===== src/rtl/cavlc_scan_ctrl.sv =====
// Buffers one CAVLC residual block (zig-zag order) and replays it in reverse into the
// trailing-ones counter, then returns a per-block summary word. Optional: CAVLC_ZERO_SKIP_EN.
module cavlc_scan_ctrl #(
    parameter int NUM_COEFF = 16,
    parameter int COEFF_W   = 8
) (
    input  logic               clk,
    input  logic               rst,
    input  logic               in_valid,
    output logic               in_ready,
    input  logic [COEFF_W-1:0] in_coeff,
    output logic               cnt_rst,
    output logic               start_cnt,
    output logic [COEFF_W-1:0] coeff_o,
    input  logic [1:0]         t1s_cnt_i,
    input  logic [2:0]         t1s_flag_i,
    output logic               out_valid,
    input  logic               out_ready,
    output logic [4:0]         total_coeff,
    output logic [3:0]         total_zeros,
    output logic [1:0]         trailing_ones,
    output logic [2:0]         t1_signs
);

    localparam int          IW   = $clog2(NUM_COEFF);
    localparam logic [IW-1:0] LAST = IW'(NUM_COEFF - 1);

    typedef enum logic [2:0] {IDLE, LOAD, CLEAR, SCAN, WAIT, DONE} state_t;

    state_t               state_q, state_d;
    logic [IW-1:0]        ld_idx_q, ld_idx_d;
    logic [IW-1:0]        sc_idx_q, sc_idx_d;
    logic [4:0]           nz_cnt_q, nz_cnt_d;
    logic                 first_nz_q, first_nz_d;
    logic [IW-1:0]        last_pos_q, last_pos_d;
    logic [4:0]           tc_q, tc_d;
    logic [3:0]           tz_q, tz_d;
    logic [1:0]           t1_q, t1_d;
    logic [2:0]           sg_q, sg_d;
    logic                 wr_en;
    logic [IW-1:0]        rd_idx;
    logic [COEFF_W-1:0]   buf_q [NUM_COEFF];
`ifdef CAVLC_ZERO_SKIP_EN
    logic                 all_zero_q, all_zero_d;
`endif

    assign rd_idx = LAST - sc_idx_q;

    always_comb begin
        state_d    = state_q;
        ld_idx_d   = ld_idx_q;
        sc_idx_d   = sc_idx_q;
        nz_cnt_d   = nz_cnt_q;
        first_nz_d = first_nz_q;
        last_pos_d = last_pos_q;
        tc_d       = tc_q;
        tz_d       = tz_q;
        t1_d       = t1_q;
        sg_d       = sg_q;
        wr_en      = 1'b0;
        in_ready   = 1'b0;
        cnt_rst    = 1'b0;
        start_cnt  = 1'b0;
        coeff_o    = '0;
        out_valid  = 1'b0;
`ifdef CAVLC_ZERO_SKIP_EN
        all_zero_d = all_zero_q;
`endif
        case (state_q)
            IDLE, LOAD: begin
                in_ready = 1'b1;
                if (in_valid) begin
                    wr_en    = 1'b1;
                    ld_idx_d = ld_idx_q + IW'(1);
                    state_d  = LOAD;
`ifdef CAVLC_ZERO_SKIP_EN
                    all_zero_d = ((state_q == IDLE) ? 1'b1 : all_zero_q) && (in_coeff == '0);
`endif
                    if (ld_idx_q == LAST) begin
                        ld_idx_d = '0;
                        state_d  = CLEAR;
`ifdef CAVLC_ZERO_SKIP_EN
                        // Empty block: summary is known, leave the counter untouched.
                        if (all_zero_d) begin
                            state_d = DONE;
                            tc_d    = '0;
                            tz_d    = '0;
                            t1_d    = '0;
                            sg_d    = '0;
                        end
`endif
                    end
                end
            end
            CLEAR: begin
                cnt_rst    = 1'b1;
                sc_idx_d   = '0;
                nz_cnt_d   = '0;
                first_nz_d = 1'b0;
                state_d    = SCAN;
            end
            SCAN: begin
                start_cnt = 1'b1;
                coeff_o   = buf_q[rd_idx];
                // First nonzero seen in reverse order is the last one in zig-zag order.
                if (coeff_o != '0) begin
                    nz_cnt_d = nz_cnt_q + 5'd1;
                    if (!first_nz_q) begin
                        first_nz_d = 1'b1;
                        last_pos_d = rd_idx;
                    end
                end
                sc_idx_d = sc_idx_q + IW'(1);
                if (sc_idx_q == LAST) state_d = WAIT;
            end
            WAIT: begin
                t1_d    = t1s_cnt_i;
                sg_d    = t1s_flag_i;
                tc_d    = nz_cnt_q;
                tz_d    = first_nz_q ? 4'(5'(last_pos_q) + 5'd1 - nz_cnt_q) : 4'd0;
                state_d = DONE;
            end
            DONE: begin
                out_valid = 1'b1;
                if (out_ready) state_d = IDLE;
            end
            default: state_d = IDLE;
        endcase
    end

    always_ff @(posedge clk) begin
        if (rst) begin
            state_q    <= IDLE;
            ld_idx_q   <= '0;
            sc_idx_q   <= '0;
            nz_cnt_q   <= '0;
            first_nz_q <= 1'b0;
            last_pos_q <= '0;
            tc_q       <= '0;
            tz_q       <= '0;
            t1_q       <= '0;
            sg_q       <= '0;
`ifdef CAVLC_ZERO_SKIP_EN
            all_zero_q <= 1'b0;
`endif
        end else begin
            state_q    <= state_d;
            ld_idx_q   <= ld_idx_d;
            sc_idx_q   <= sc_idx_d;
            nz_cnt_q   <= nz_cnt_d;
            first_nz_q <= first_nz_d;
            last_pos_q <= last_pos_d;
            tc_q       <= tc_d;
            tz_q       <= tz_d;
            t1_q       <= t1_d;
            sg_q       <= sg_d;
`ifdef CAVLC_ZERO_SKIP_EN
            all_zero_q <= all_zero_d;
`endif
        end
    end

    // Buffer contents are don't-care after reset, so no reset term.
    always_ff @(posedge clk) begin
        if (wr_en) buf_q[ld_idx_q] <= in_coeff;
    end

    assign total_coeff   = tc_q;
    assign total_zeros   = tz_q;
    assign trailing_ones = t1_q;
    assign t1_signs      = sg_q;

endmodule


===== config.mk =====
export PLATFORM = sky130hd
export DESIGN_NAME = cavlc_scan_ctrl
export DESIGN_NICKNAME = d
export VERILOG_FILES = /design/src/rtl/cavlc_scan_ctrl.sv
export SDC_FILE = /design/constraint.sdc
export NUM_CORES = 1
export LEC_CHECK = 0
export ABC_AREA = 1
export CAP_MARGIN = 20
export CORE_UTILIZATION = 50
export CTS_CLUSTER_DIAMETER = 100
export CTS_CLUSTER_SIZE = 24
export DETAILED_ROUTE_END_ITERATION = 10
export PLACE_DENSITY = 0.81
export SLEW_MARGIN = 20
export SYNTH_ARGS = -nofsm -noshare
export SYNTH_HDL_FRONTEND = slang
export SYNTH_SLANG_ARGS = --single-unit

===== constraint.sdc =====
create_clock -name clk -period 1.9 [get_ports clk]
set_input_delay 0.38 -clock clk [delete_from_list [all_inputs] [get_ports clk]]
set_output_delay 0.38 -clock clk [all_outputs]
set_load 0.02 [all_outputs]

==> impl_metrics.csv <==
group,metric,value,unit
timing,holdWs,0.4627,ns
timing,timing.final.hold_violations,0,
timing,setup_violations,19,
finish,layout_common_cells,"152 x nand2_1, 128 x edfxtp_1, 119 x nor2_1, 57 x inv_1, 54 x buf_4",
critical_path,r2r_cells,18,
finish,fillers,848,
yosys,synth_cell_types,30,
drt,avgViaCountPerCell,5.617,
finish,drive_gt1_share,24.85,%
hold_path,worstHoldStart,"total_zeros[2]$_SDFFE_PP0P_",
yosys,synth_seq_area_share,64.19,%
finish,area_growth,32.10,%
placement,dp_slack,-0.3958,ns
global_route,grt_overflow,0,
timing,setup_ws,-0.4908,ns
pwr,power.density,829.1,nW/um^2
critical_path,startpoint_type,"register",
global_route,antenna_found_initial,0,
status,outcome,"complete, but fails checks",
hold_path,whs_endpoint,"total_zeros[2]$_SDFFE_PP0P_",
clock_tree,tritoncts,"yes",
timing,maxSlewViolCount,0,
status,failed_checks,"negative setup slack",
placement,portBuffers,42,
clock_tree,cts_made_buffers,17,
drt,dr.pass1.iters,6,
finish,antennaDiodeCount,0,
clock_tree,clock_sinks,163,
die,placementRows,43,
global_route,grt_max_degree,25,
placement,place.gp.congestion,0.8517,
drt,antenna_left,0,
die,io_pins,43,
yosys,yosys.area.top_type,"edfxtp_1",
critical_path,timing.rr.end,"nz_cnt_q[2]$_SDFFE_PP0P_",
die,die_area,14640,sq um
timing,min_period,2.391,ns
die,fp.dieH,121.0,microns
finish,mostFrequentLayoutCell,"nand2_1",
drt,wl,19.95,mm
drt,drcViolationCount,0,
clock_tree,hold_buffers,0,
timing,timing.fmax,0.4183,GHz
drt,routed-via-count,5825,
hold_path,hold_depth,2,
critical_path,r2r_slack,-0.49,ns
clock_tree,htreeDepth,4,
timing,grt_setup_unrepaired,"yes",
critical_path,worst_ep_arrival_time,2.72,ns
clock_tree,cts_root_buffer,"clkbuf_16",
global_route,grtUsageTotal,27.25,%
yosys,syn-num-nets,761,
finish,multi_input_area,2465,sq um
hold_path,hold_class,"reg -> reg",
pwr,p_leak,3.763,nW
yosys,yosys-top-cells-area,"edfxtp_1 54%, dfxtp_1 9.9%, nand2_1 9.1%, nor2_1 8.2%, inv_1 3.2%",
placement,dpl.hpwl,10.70,mm
timing,tns,-7.508,ns
critical_path,r2r-start,"sc_idx_q[0]$_SDFFE_PP0P_",
global_route,grt_first_pass_wirelength,29.20,mm
die,start_util,51.20,%
timing,fin_crit_sh,125.8,%
yosys,synthCells,733,
timing,max_slew.worst_pin.slew,0.7112,ns
drt,wire_per_inst,19.24,microns
clock_tree,cts_buffer_depth,2,
yosys,synth.top_cell.area_share,54.29,%
pwr,fin_total_pwr,0.007754,W
flow_run,max_cap_viol_count,0,
critical_path,end_kind,"register",
pwr,ir_worst_vdd,681.5,uV
yosys,yosys_register_bits,163,
yosys,yosys_warnings,0,
global_route,grt_pass1_vias,5486,
critical_path,cp.required,2.23,ns
die,die_w,121.0,microns
clock_tree,cts.clk_slew.worst_paths,0.07,ns
finish,regArea,4552,sq um
critical_path,worstSetupPathType,"reg -> reg",
clock_tree,clock_latency,0.44,ns
yosys,synth.cell_area,7079,sq um
timing,maxSlewHeadroom,52.44,%
critical_path,path_max_fanout,7,
finish,fin_util,67.63,%
die,core,13830,sq um
finish,fin_nets,872,
drt,drt_iter0_markers,663,
yosys,avgSynthCellArea,9.658,sq um
timing,finClkSkew,0.01242,ns
## kinds of logic after synthesis
family / after synthesis / synth area share (%)
flip-flops: 163 / 64.19
AND/OR/NAND/NOR: 369 / 20.40
AO/OA/AOI/OAI: 88 / 6.451
buffers and inverters: 96 / 6.168
XOR/XNOR: 6 / 0.7424
adder cells (fa/ha/maj): 11 / 2.050
## sequential cells by signal, indices dropped and copies added (netlist names), 2 cells and up
name,count
buf_q,128
nz_cnt_q,5
total_coeff,5
last_pos_q,4
ld_idx_q,4
sc_idx_q,4
total_zeros,4
state_q,3
t1_signs,3
trailing_ones,2
## per-stage QoR
| step | cells | cell area, sq um |
|---|---|---|
| finish | 1037 | 9351 |
| global route | 1037 | 9351 |
| detailed placement | 991 | 8138 |
| CTS | 1035 | 9112 |
| floorplan | 733 | 7107 |
| global placement | 991 | 8138 |
## critical path: stages, from the launching register on
cell and delay [ns]:
dfxtp_4 0.45, inv_6 0.07, buf_6 0.14, nand2_1 0.07, nand2_1 0.08, nand2_1 0.11, nand2_1 0.08, nor2_1 0.18
nor2_2 0.07, nor2_4 0.12, buf_6 0.11, nand2_2 0.07, nor2_4 0.16, nand2_2 0.10, nand2_4 0.14, buf_6 0.14
nand3_1 0.07, nand2_1 0.08, nor2_1 0.03
## cell usage after synthesis
master / number
o31ai_1: 1
inv_2: 1
nand2_1: 172
o22ai_1: 2
buf_6: 5
clkinv_1: 3
nand2_2: 1
a21oi_2: 1
nor3_1: 5
inv_1: 61
clkbuf_1: 7
a211oi_1: 1
nor2_2: 3
a21oi_1: 30
buf_1: 1
ha_1: 10
nor2_1: 155
fa_1: 1
inv_4: 1
o21ai_0: 28
edfxtp_1: 128
xor2_1: 3
dfxtp_1: 35
buf_4: 6
nand3_1: 32
o21ai_1: 24
o311a_1: 1
xnor2_1: 3
nor4_1: 1
buf_2: 11
## power breakdown
part / switching, W / total, W / internal [W] / leakage (nW)
Combinational: 0.000198 / 0.000322 / 0.000125 / 2.03
Sequential: 0.0000251 / 0.00393 / 0.00391 / 1.44
Clock: 0.00152 / 0.00350 / 0.00198 / 0.291
## worst max-delay path by stage
stage                              from                        to  depth (start not counted)
3_5_place_dp   sc_idx_q[0]$_SDFFE_PP0P_                coeff_o[0]                         11
6_report       sc_idx_q[0]$_SDFFE_PP0P_  nz_cnt_q[2]$_SDFFE_PP0P_                         18
4_1_cts        sc_idx_q[0]$_SDFFE_PP0P_                coeff_o[0]                         11
5_1_grt        sc_idx_q[0]$_SDFFE_PP0P_  nz_cnt_q[2]$_SDFFE_PP0P_                         17
2_1_floorplan   state_q[1]$_SDFFE_PP0P_                coeff_o[0]                          7
3_3_place_gp   sc_idx_q[0]$_SDFFE_PP0P_                coeff_o[6]                          9
## what timing repair did
| action | in CTS | in global routing |
|---|---|---|
| cloned | 4 | 0 |
| setup buffers | 9 | 2 |
| setup endpoints to repair | 22 | 25 |
| gates resized for setup | 125 | 61 |
| pin swaps | 37 | 32 |
## layout make-up
cell class | instances | share of cell area (%)
multi-input cells | 474 | 26.36
clock inverters | 14 | 1.820
flip-flops and latches | 163 | 48.68
well taps | 180 | 2.408
inverters | 66 | 2.703
repair buffers | 122 | 13.45
clock buffers | 18 | 4.589
## per-layer routing
layer	part of all wire [%]	global-route usage (%)
met1	36	33.41
met2	50	45.14
met3	9.0	5.122
met4	5.3	15.66
met5	0	0
(Power assumes the default switching activity.)
